## src/rtl/grid_mover_if.sv

```systemverilog
// Map query bus between the grid mover and the tile map: a one-cycle query
// strobe with cell coordinates out, and the wall flag back on the next cycle.
interface grid_mover_if #(
   parameter int X_W = 8,
   parameter int Y_W = 7
);
   logic           map_req;
   logic [X_W-1:0] map_x;
   logic [Y_W-1:0] map_y;
   logic           map_wall;

   modport master (output map_req, map_x, map_y, input map_wall);
   modport slave  (input map_req, map_x, map_y, output map_wall);
endinterface

```

## src/rtl/grid_mover.sv

```systemverilog
// Grid actor mover: buffers a turn request, steps once every STEP_DIV game ticks,
// and checks each target cell against the tile map before moving (tunnel wrap at edges).
module grid_mover #(
   parameter int X_W      = 8,
   parameter int Y_W      = 7,
   parameter int X_MAX    = 26,
   parameter int Y_MAX    = 23,
   parameter int X_START  = 13,
   parameter int Y_START  = 17,
   parameter int STEP_DIV = 4
) (
   input  logic           clock,
   input  logic           reset_n,
   input  logic           tick,
   input  logic [2:0]     dir_in,
   grid_mover_if.master   map,
   output logic [X_W-1:0] x_out,
   output logic [Y_W-1:0] y_out,
   output logic [2:0]     dir_out,
   output logic           moved,
   output logic           blocked
);

   localparam logic [2:0]     DIR_RIGHT = 3'd0;
   localparam logic [2:0]     DIR_UP    = 3'd1;
   localparam logic [2:0]     DIR_LEFT  = 3'd2;
   localparam logic [2:0]     DIR_DOWN  = 3'd3;
   localparam logic [2:0]     DIR_WAIT  = 3'd4;
   localparam logic [X_W-1:0] X_LAST    = X_W'(X_MAX);
   localparam logic [Y_W-1:0] Y_LAST    = Y_W'(Y_MAX);
   localparam logic [7:0]     DIV_LAST  = 8'(STEP_DIV - 1);

   typedef enum logic [2:0] {S_IDLE, S_REQ_T, S_CHK_T, S_REQ_F, S_CHK_F} state_e;

   state_e         state, state_nxt;
   logic [2:0]     pend_dir, pend_nxt;
   logic [2:0]     cur_dir, cur_nxt;
   logic [7:0]     div_cnt, div_nxt;
   logic [X_W-1:0] x_nxt;
   logic [Y_W-1:0] y_nxt;
   logic           moved_nxt, blocked_nxt;

   // The queried cell is captured at query time so a new dir_in arriving while
   // the wall flag is in flight cannot change which cell the answer applies to.
   logic [X_W-1:0] tgt_x, tgt_x_nxt;
   logic [Y_W-1:0] tgt_y, tgt_y_nxt;
   logic [2:0]     tgt_dir, tgt_dir_nxt;
   logic           tgt_wrap, tgt_wrap_nxt;

   logic [2:0]     q_dir;
   logic [X_W-1:0] nb_x;
   logic [Y_W-1:0] nb_y;
   logic           nb_wrap;
   logic           tgt_clear;

   assign dir_out   = cur_dir;
   assign tgt_clear = tgt_wrap || !map.map_wall;

   // Neighbour of the current position in the direction being queried.
   always_comb begin
      q_dir   = (state == S_REQ_T) ? pend_dir : cur_dir;
      nb_x    = x_out;
      nb_y    = y_out;
      nb_wrap = 1'b0;
      case (q_dir)
         DIR_RIGHT: if (x_out == X_LAST) begin nb_x = '0;     nb_wrap = 1'b1; end
                    else                       nb_x = x_out + 1'b1;
         DIR_LEFT:  if (x_out == '0)     begin nb_x = X_LAST; nb_wrap = 1'b1; end
                    else                       nb_x = x_out - 1'b1;
         DIR_UP:    if (y_out == '0)     begin nb_y = Y_LAST; nb_wrap = 1'b1; end
                    else                       nb_y = y_out - 1'b1;
         DIR_DOWN:  if (y_out == Y_LAST) begin nb_y = '0;     nb_wrap = 1'b1; end
                    else                       nb_y = y_out + 1'b1;
         default: ;
      endcase
   end

   always_comb begin
      // NOTE: every signal gets a default first so no path leaves one unassigned (no latch).
      state_nxt    = state;
      pend_nxt     = pend_dir;
      cur_nxt      = cur_dir;
      div_nxt      = div_cnt;
      x_nxt        = x_out;
      y_nxt        = y_out;
      moved_nxt    = 1'b0;
      blocked_nxt  = 1'b0;
      tgt_x_nxt    = tgt_x;
      tgt_y_nxt    = tgt_y;
      tgt_dir_nxt  = tgt_dir;
      tgt_wrap_nxt = tgt_wrap;
      map.map_req  = 1'b0;
      map.map_x    = '0;
      map.map_y    = '0;

      if (state == S_REQ_T || state == S_REQ_F) begin
         map.map_req = 1'b1;
         map.map_x   = nb_x;
         map.map_y   = nb_y;
      end

      if (dir_in == DIR_WAIT) begin
         state_nxt = S_IDLE;
         pend_nxt  = DIR_WAIT;
         cur_nxt   = DIR_WAIT;
      end else begin
         case (state)
            S_IDLE: begin
               if (tick) begin
                  if (div_cnt == DIV_LAST) begin
                     div_nxt = '0;
                     if (pend_dir != DIR_WAIT && pend_dir != cur_dir) state_nxt = S_REQ_T;
                     else if (cur_dir != DIR_WAIT)                     state_nxt = S_REQ_F;
                  end else begin
                     div_nxt = div_cnt + 8'd1;
                  end
               end
            end
            S_REQ_T, S_REQ_F: begin
               tgt_x_nxt    = nb_x;
               tgt_y_nxt    = nb_y;
               tgt_dir_nxt  = q_dir;
               tgt_wrap_nxt = nb_wrap;
               state_nxt    = (state == S_REQ_T) ? S_CHK_T : S_CHK_F;
            end
            S_CHK_T: begin
               if (tgt_clear) begin
                  x_nxt     = tgt_x;
                  y_nxt     = tgt_y;
                  cur_nxt   = tgt_dir;
                  pend_nxt  = DIR_WAIT;
                  moved_nxt = 1'b1;
                  state_nxt = S_IDLE;
               end else if (cur_dir != DIR_WAIT) begin
                  state_nxt = S_REQ_F;
               end else begin
                  blocked_nxt = 1'b1;
                  state_nxt   = S_IDLE;
               end
            end
            S_CHK_F: begin
               if (tgt_clear) begin
                  x_nxt     = tgt_x;
                  y_nxt     = tgt_y;
                  moved_nxt = 1'b1;
               end else begin
                  cur_nxt     = DIR_WAIT;
                  blocked_nxt = 1'b1;
               end
               state_nxt = S_IDLE;
            end
            default: state_nxt = S_IDLE;
         endcase
         // A fresh turn request overrides the post-turn clear of pend_dir.
         if (dir_in < DIR_WAIT) pend_nxt = dir_in;
      end
   end

   always_ff @(posedge clock) begin
      if (!reset_n) begin
         state    <= S_IDLE;
         pend_dir <= DIR_WAIT;
         cur_dir  <= DIR_WAIT;
         div_cnt  <= '0;
         x_out    <= X_W'(X_START);
         y_out    <= Y_W'(Y_START);
         moved    <= 1'b0;
         blocked  <= 1'b0;
         tgt_x    <= '0;
         tgt_y    <= '0;
         tgt_dir  <= DIR_WAIT;
         tgt_wrap <= 1'b0;
      end else begin
         // NOTE: non-blocking so every register samples pre-edge values of the others.
         state    <= state_nxt;
         pend_dir <= pend_nxt;
         cur_dir  <= cur_nxt;
         div_cnt  <= div_nxt;
         x_out    <= x_nxt;
         y_out    <= y_nxt;
         moved    <= moved_nxt;
         blocked  <= blocked_nxt;
         tgt_x    <= tgt_x_nxt;
         tgt_y    <= tgt_y_nxt;
         tgt_dir  <= tgt_dir_nxt;
         tgt_wrap <= tgt_wrap_nxt;
      end
   end

endmodule

```

## src/flat_wrapper.sv

```systemverilog
// flat-port wrapper written by rule: the top's interface ports become plain ports
module grid_mover_flat 
#(
   parameter int X_W      = 8,
   parameter int Y_W      = 7,
   parameter int X_MAX    = 26,
   parameter int Y_MAX    = 23,
   parameter int X_START  = 13,
   parameter int Y_START  = 17,
   parameter int STEP_DIV = 4
)
  (clock, reset_n, tick, dir_in, x_out, y_out, dir_out, moved, blocked, map_map_req, map_map_x, map_map_y, map_map_wall);
  grid_mover_if #(.X_W(X_W), .Y_W(Y_W)) map_i ();
  input  logic clock;
  input  logic reset_n;
  input  logic tick;
  input  logic [2:0] dir_in;
  output logic [X_W-1:0] x_out;
  output logic [Y_W-1:0] y_out;
  output logic [2:0] dir_out;
  output logic moved;
  output logic blocked;
  output wire logic [$bits(map_i.map_req)-1:0] map_map_req;
  output wire logic [$bits(map_i.map_x)-1:0] map_map_x;
  output wire logic [$bits(map_i.map_y)-1:0] map_map_y;
  input wire logic [$bits(map_i.map_wall)-1:0] map_map_wall;
  assign map_map_req = map_i.map_req;
  assign map_map_x = map_i.map_x;
  assign map_map_y = map_i.map_y;
  assign map_i.map_wall = map_map_wall;
  grid_mover #(.X_W(X_W), .Y_W(Y_W), .X_MAX(X_MAX), .Y_MAX(Y_MAX), .X_START(X_START), .Y_START(Y_START), .STEP_DIV(STEP_DIV)) u_core (.clock(clock), .reset_n(reset_n), .tick(tick), .dir_in(dir_in), .map(map_i), .x_out(x_out), .y_out(y_out), .dir_out(dir_out), .moved(moved), .blocked(blocked));
endmodule
```

## config.mk

```make
export PLATFORM = sky130hd
export DESIGN_NAME = grid_mover_flat
export DESIGN_NICKNAME = d
export VERILOG_FILES = /design/src/rtl/grid_mover_if.sv /design/src/rtl/grid_mover.sv /design/src/flat_wrapper.sv
export SDC_FILE = /design/constraint.sdc
export NUM_CORES = 1
export LEC_CHECK = 0
export ABC_CLOCK_PERIOD_IN_PS = 3700
export BUFFER_PORTS_ARGS = -buffer_cell sky130_fd_sc_hd__buf_2
export CAP_MARGIN = 30
export CORE_UTILIZATION = 60
export DETAILED_ROUTE_END_ITERATION = 8
export HOLD_SLACK_MARGIN = 0.08
export PLACE_DENSITY = 0.94
export SLEW_MARGIN = 25
export SYNTH_ARGS = -nofsm -noshare
export SYNTH_HDL_FRONTEND = slang
export SYNTH_SLANG_ARGS = --single-unit
```

## constraint.sdc

```tcl
create_clock -name clock -period 3.7 [get_ports clock]
set_clock_uncertainty 0.2 [all_clocks]
set_input_delay 0.37 -clock clock [delete_from_list [all_inputs] [get_ports clock]]
set_output_delay 0.37 -clock clock [all_outputs]
set_load 0.02 [all_outputs]
```

==> impl_metrics.toml, run 1 <==
[floorplanning]
fp.dieArea_um2 = 5740
die_height_um = 75.7
std_cell_rows = 26
dieWidth_um = 75.7
ios = 43
start_util_pct = 63.1
core_area_um2 = 5170

[setup_path]
crit_path_end_kind = "primary output"
r2r_end = "u_core.tgt_y[2]"
critPathArrivalTime_ns = 2.93
cp_max_fo = 17
slowest_stage = "or3b_1"
path_class = "flip-flop to primary output"
crit_required_ns = 3.13
start_kind = "flip-flop"
r2r_slack_ns = 0.94
path_cells = "or3b_1 > mux2_4 > or3_1 > a32oi_2 > nor3_1 > buf_2"
r2r_start = "u_core.state[0]"
worst-r2r-cell-count = 5
cp_num_buf_inv = 1
crit_family = "simple AND/OR/NAND/NOR gates"
max_stage_delay_ns = 0.67

[clock_network]
clk_pin_slew_ns = 0.11
cts_setup_buffers = 0
cts_buffer_depth = 2
cts_tree = "built"
root_buffer = "clkbuf_8"
clock_sink_count = 53
clock_latency_ns = 0.32
htree_num_levels = 2
numCtsBuffers = 5

[sta]
setup_violations = 0
fin_tns_setup_ns = 0
worstMarginPinSlew_ns = 0.866
post-route-min-period_ns = 3.50
period_share_pct = 94.7
holdWs_ns = 0.129
rsz0062_at_grt = "no"
fmax_ghz = 0.285
relSlewSlack_pct = 42.2
report.final.slew_viol_count = 0
final_hold_viol_count = 0

[finish]
syn2layout_area_growth_pct = 9.24
num-fill-cells = 403
layout.nets = 442
multi_input_area_um2 = 2050
antennaDiodeCount = 0
post-route-util_pct = 68.9
seqCellArea_um2 = 1060
drive_above_1_share_pct = 16.8

[synth]
yosys.area.top_type_share_pct = 32.5
netlist_instances = 404
synth_edf_count = 0
synth_most_common_cell = "dfxtp_1"
synthFlopType = "dfxtp_1"
yosysTopAreaCell = "dfxtp_1"
yosys.cell_types.count = 59
yosysWarnings = 0
synth_nets = 418
syn_area_um2 = 3260
avgSynthCellArea_um2 = 8.08
synth_area_leaders = "dfxtp_1, mux2i_1, nor2_1"
async_flop_share_pct = 0
ys_top_cells_by_count = "dfxtp_1, nor2_1, nand2_1"
ys_ff_latch = 53
seq_area_frac_synth_pct = 32.5

[drt]
vias = 3121
first_pass_iters = 5
ant_nets = 0
drt-wirelength-per-cell_um = 15.4
drtIter0Drc = 366
drt_wl_total_um = 7700
post_drt_via_cell_ratio = 6.25
drc_errors = 0

[power]
ir_worst_vdd_uv = 189
p_leak_nw = 1.37
powerDensity_nw_per_um2 = 276

[place]
io_buffers = 42
dp_hpwl_um = 5340
gp_congestion = 0.961

[global_route]
gr-usage-met3_pct = 5.16
grt_pass1_vias = 2815
antenna_found_initial = 0
met2_usage_pct = 47.7
globalRoute.busiestLayer = "met2"
grt_overflow = 0
gr-usage-all-layers_pct = 28.6
grt_util_met1_pct = 36.3
grt_first_pass_wirelength_um = 12800
grt_start_max_net_pins = 43

[worst_hold_path]
hold_end = "u_core.pend_dir[0]"
hp-class = "input pin to flip-flop"
worstHoldStart = "dir_in[0]"
min_path_cells = 3

[outcome]
run_status = "finished clean"

[job]
cap_violations = 0
[repair_timing]
| item | 4_1_cts | 5_1_grt |
|---|---|---|
| endpoints found under the setup margin | 0 | 1 |
| gates resized for setup | 0 | 1 |
| hold buffers | 0 | 0 |
[layer usage]
layer / part of all wire [%] / vias up / wire length, µm
li1: - / 1527 / -
met1: 44 / 1461 / 3400
met2: 49 / 118 / 3750
met3: 5.5 / 15 / 423
met4: 1.6 / 0 / 123
met5: 0 / - / 0
[kinds of logic after synthesis]
| kind of cell | Yosys count | synth area share [%] |
|---|---|---|
| AND/OR/NAND/NOR | 181 | 29.6 |
| AO/OA/AOI/OAI | 86 | 17.7 |
| flip-flops | 53 | 32.5 |
| buffers and inverters | 38 | 4.98 |
| multiplexers | 28 | 9.59 |
| XOR/XNOR | 11 | 2.95 |
| adder cells (fa/ha/maj) | 7 | 2.68 |
[how the worst max path moves through the flow]
stage                          from      endpoint  slack, ns  depth (start not counted)
detailed placement  u_core.state[0]  map_map_x[3]       0.60                          6
CTS                 u_core.state[0]  map_map_x[3]       0.22                          6
floorplan           u_core.x_out[0]  map_map_x[6]       0.97                          7
global route        u_core.state[0]  map_map_x[3]       0.03                          6
finish              u_core.state[0]  map_map_y[2]       0.20                          6
global placement    u_core.state[0]  map_map_y[2]       0.64                          6
[layout by cell type, fill, tap and decap left out, types with 7 or more instances in the layout]
master,instances
a21oi_1,21
buf_2,42
dfxtp_1,53
ha_1,7
inv_1,10
mux2i_1,18
nand2_1,26
nand3_1,20
nor2_1,45
nor2b_1,16
nor3_1,16
nor3b_1,11
o21ai_0,20
[sequential cells by signal, indices dropped and copies added (netlist names)]
name,cells
u_core.blocked,1
u_core.tgt_wrap,1
u_core.div_cnt,8
u_core.moved,1
u_core.tgt_x,8
u_core.x_out,8
u_core.pend_dir,3
u_core.dir_out,3
u_core.tgt_dir,3
u_core.tgt_y,7
u_core.y_out,7
u_core.state,3
[area by class of cell]
cell class	instances	area share, %
Sequential cell	53	29.8
Clock buffer	5	1.93
Multi-Input combinational cell	313	57.6
Timing Repair Buffer	45	6.53
Tap cell	70	2.46
Inverter	10	1.05
Clock inverter	3	0.702
[worst reg2reg max path: stages, from the launching register on]
cell	delay [ns]
dfxtp_1	0.56
or3b_1	0.67
mux2_4	0.49
or3_1	0.39
a32oi_2	0.23
o32ai_1	0.11
[through the flow]
step	setup slack, ns	instance area [µm²]	power, mW	std cells
final	0.196	3560	0.983	499
after global routing	0.0343	3560	1.02	499
after CTS	0.217	3560	0.990	499
after detailed placement	0.602	3470	0.658	491
after global placement	0.643	3470	0.655	491
after floorplan	0.969	3260	0.642	404
[where the power goes]
group          leakage, nW  switching, mW  internal, mW
registers            0.428         0.0112         0.578
clock network       0.0447          0.200         0.137
logic                0.894         0.0343        0.0230
total                 1.37          0.246         0.738
(Power assumes the default switching activity.)
==> run 2: changes to the inputs <==
--- a/config.mk
+++ b/config.mk
@@ -8,6 +8,7 @@
 export ABC_CLOCK_PERIOD_IN_PS = 3700
 export BUFFER_PORTS_ARGS = -buffer_cell sky130_fd_sc_hd__buf_2
 export CAP_MARGIN = 30
+export CORE_ASPECT_RATIO = 1.1
 export CORE_UTILIZATION = 60
 export DETAILED_ROUTE_END_ITERATION = 8
 export HOLD_SLACK_MARGIN = 0.08
==> run 2 against run 1 <==
Against the previous run:
- wire length increased by 1.6%
- critical endpoint is now map_map_x[3]
- global-route usage decreased by 0.12 points
- critical path type unchanged
- sequential share of layout area about the same
- largest power group unchanged
- setup slack improved by 0.0047 ns
- power decreased by 1.6%
- die area about the same
==> impl_metrics.toml, run 2 (same netlist as run 1, synthesis figures left out) <==
[setup_path]
crit_required_ns = 3.13
path_class = "flip-flop to primary output"
crit_path_end_kind = "primary output"
slowest_stage = "or3b_1"
crit_top_cell = "nor2_1"
critPathArrivalTime_ns = 2.93
cp_num_buf_inv = 1
start_kind = "flip-flop"
max_stage_delay_ns = 0.66
cp_max_fo = 12
path_cells = "or3b_1 > mux2i_1 > nor2_1 > a221oi_1 > nor2_1 > buf_2"
crit_family = "simple AND/OR/NAND/NOR gates"

[finish]
largest_registers = "u_core.div_cnt x8, u_core.tgt_x x8, u_core.x_out x8"
layout_common_cells = "dfxtp_1, nor2_1, buf_2, nand2_1, a21oi_1"
final_common_cell = "dfxtp_1"
layout.nets = 443
drive_above_1_share_pct = 17.0
antennaDiodeCount = 0
syn2layout_area_growth_pct = 9.32

[drt]
drt_wl_total_um = 7820
drc_errors = 0
ant_nets = 0
first_pass_iters = 5
vias = 3138
drtIter0Drc = 259
drt-wirelength-per-cell_um = 15.6
post_drt_via_cell_ratio = 6.25

[sta]
rsz0062_at_grt = "no"
setup_violations = 0
fin_tns_setup_ns = 0
report.final.slew_viol_count = 0
final_hold_viol_count = 0
period_share_pct = 94.6
finalWorstSetupSlack_ns = 0.201
relSlewSlack_pct = 44.1
fmax_ghz = 0.286
post-route-min-period_ns = 3.50
worstMarginPinSlew_ns = 0.838

[clock_network]
cts_buffer_depth = 2
htree_num_levels = 2
clock_latency_ns = 0.31
cts_setup_buffers = 0
cts_tree = "built"
clock_sink_count = 53
cts_resized = 0
clk_pin_slew_ns = 0.09
root_buffer = "clkbuf_8"
numCtsBuffers = 5
hold_buffers = 0

[floorplanning]
die_height_um = 79.3
ios = 43
std_cell_rows = 27
start_util_pct = 63.5
core_area_um2 = 5130
dieWidth_um = 72.3
fp.dieArea_um2 = 5740

[outcome]
run_status = "finished clean"

[place]
gp_congestion = 0.928
pre_cts_ws_ns = 0.546
io_buffers = 42
dp_hpwl_um = 5340

[power]
p_leak_nw = 1.37
ir_worst_vdd_uv = 219
powerDensity_nw_per_um2 = 271
p_total_uw = 968

[global_route]
grt_pass1_vias = 2932
grt_start_max_net_pins = 43
gr-usage-all-layers_pct = 28.5
grt_overflow = 0
antenna_found_initial = 0
grt_first_pass_wirelength_um = 13200

[worst_hold_path]
hp-class = "input pin to flip-flop"

[job]
cap_violations = 0
[run 2: path summary, 6_finish.rpt]
path,startpoint,endpoint,slack (ns),cells past startpoint
max,u_core.state[0],map_map_x[3],0.20,6
min reg2reg,u_core.tgt_y[4],u_core.y_out[4],0.28,2
max reg2reg,u_core.state[0],u_core.tgt_y[2],0.94,5
min,dir_in[0],u_core.pend_dir[0],0.13,3
[run 2: tightest hold or removal path, stage by stage]
cell and delay (ns):
buf_2 0.11, nand2b_1 0.06, a21oi_1 0.05
[run 2: layout make-up]
class / instances / area, µm²
flip-flops and latches: 53 / 1060
inverters: 10 / 37.5
clock buffers: 5 / 68.8
multi-input cells: 313 / 2050
well taps: 72 / 90.1
fillers: 423 / 1570
repair buffers: 46 / 240
clock inverters: 3 / 17.5
[run 2: stage by stage]
step | hold WS, ns | utilization, % | cell area (µm²) | std cells
3_3_place_gp | 0.248 | 67.7 | 3480 | 494
5_1_grt | 0.134 | 69.5 | 3570 | 502
6_report | 0.133 | 69.5 | 3570 | 502
3_5_place_dp | 0.262 | 67.7 | 3480 | 494
4_1_cts | 0.129 | 69.4 | 3560 | 502
2_1_floorplan | 0.240 | - | 3260 | 404
[run 2: routing by layer]
| metal | up-vias | share of wire [%] | routed length [µm] | global-route usage, % |
|---|---|---|---|---|
| li1 | 1512 | - | - | - |
| met4 | 0 | 2.0 | 158 | 10.2 |
| met2 | 140 | 49 | 3870 | 50.6 |
| met5 | - | 0 | 0 | 0 |
| met1 | 1466 | 43 | 3330 | 34.5 |
| met3 | 20 | 5.9 | 464 | 4.44 |
[run 2: power breakdown]
part	total, mW	switching (mW)	internal (mW)	leakage, nW
logic	0.0572	0.0337	0.0235	0.899
clock network	0.322	0.191	0.131	0.0439
registers	0.589	0.0110	0.578	0.428
total	0.968	0.236	0.732	1.37
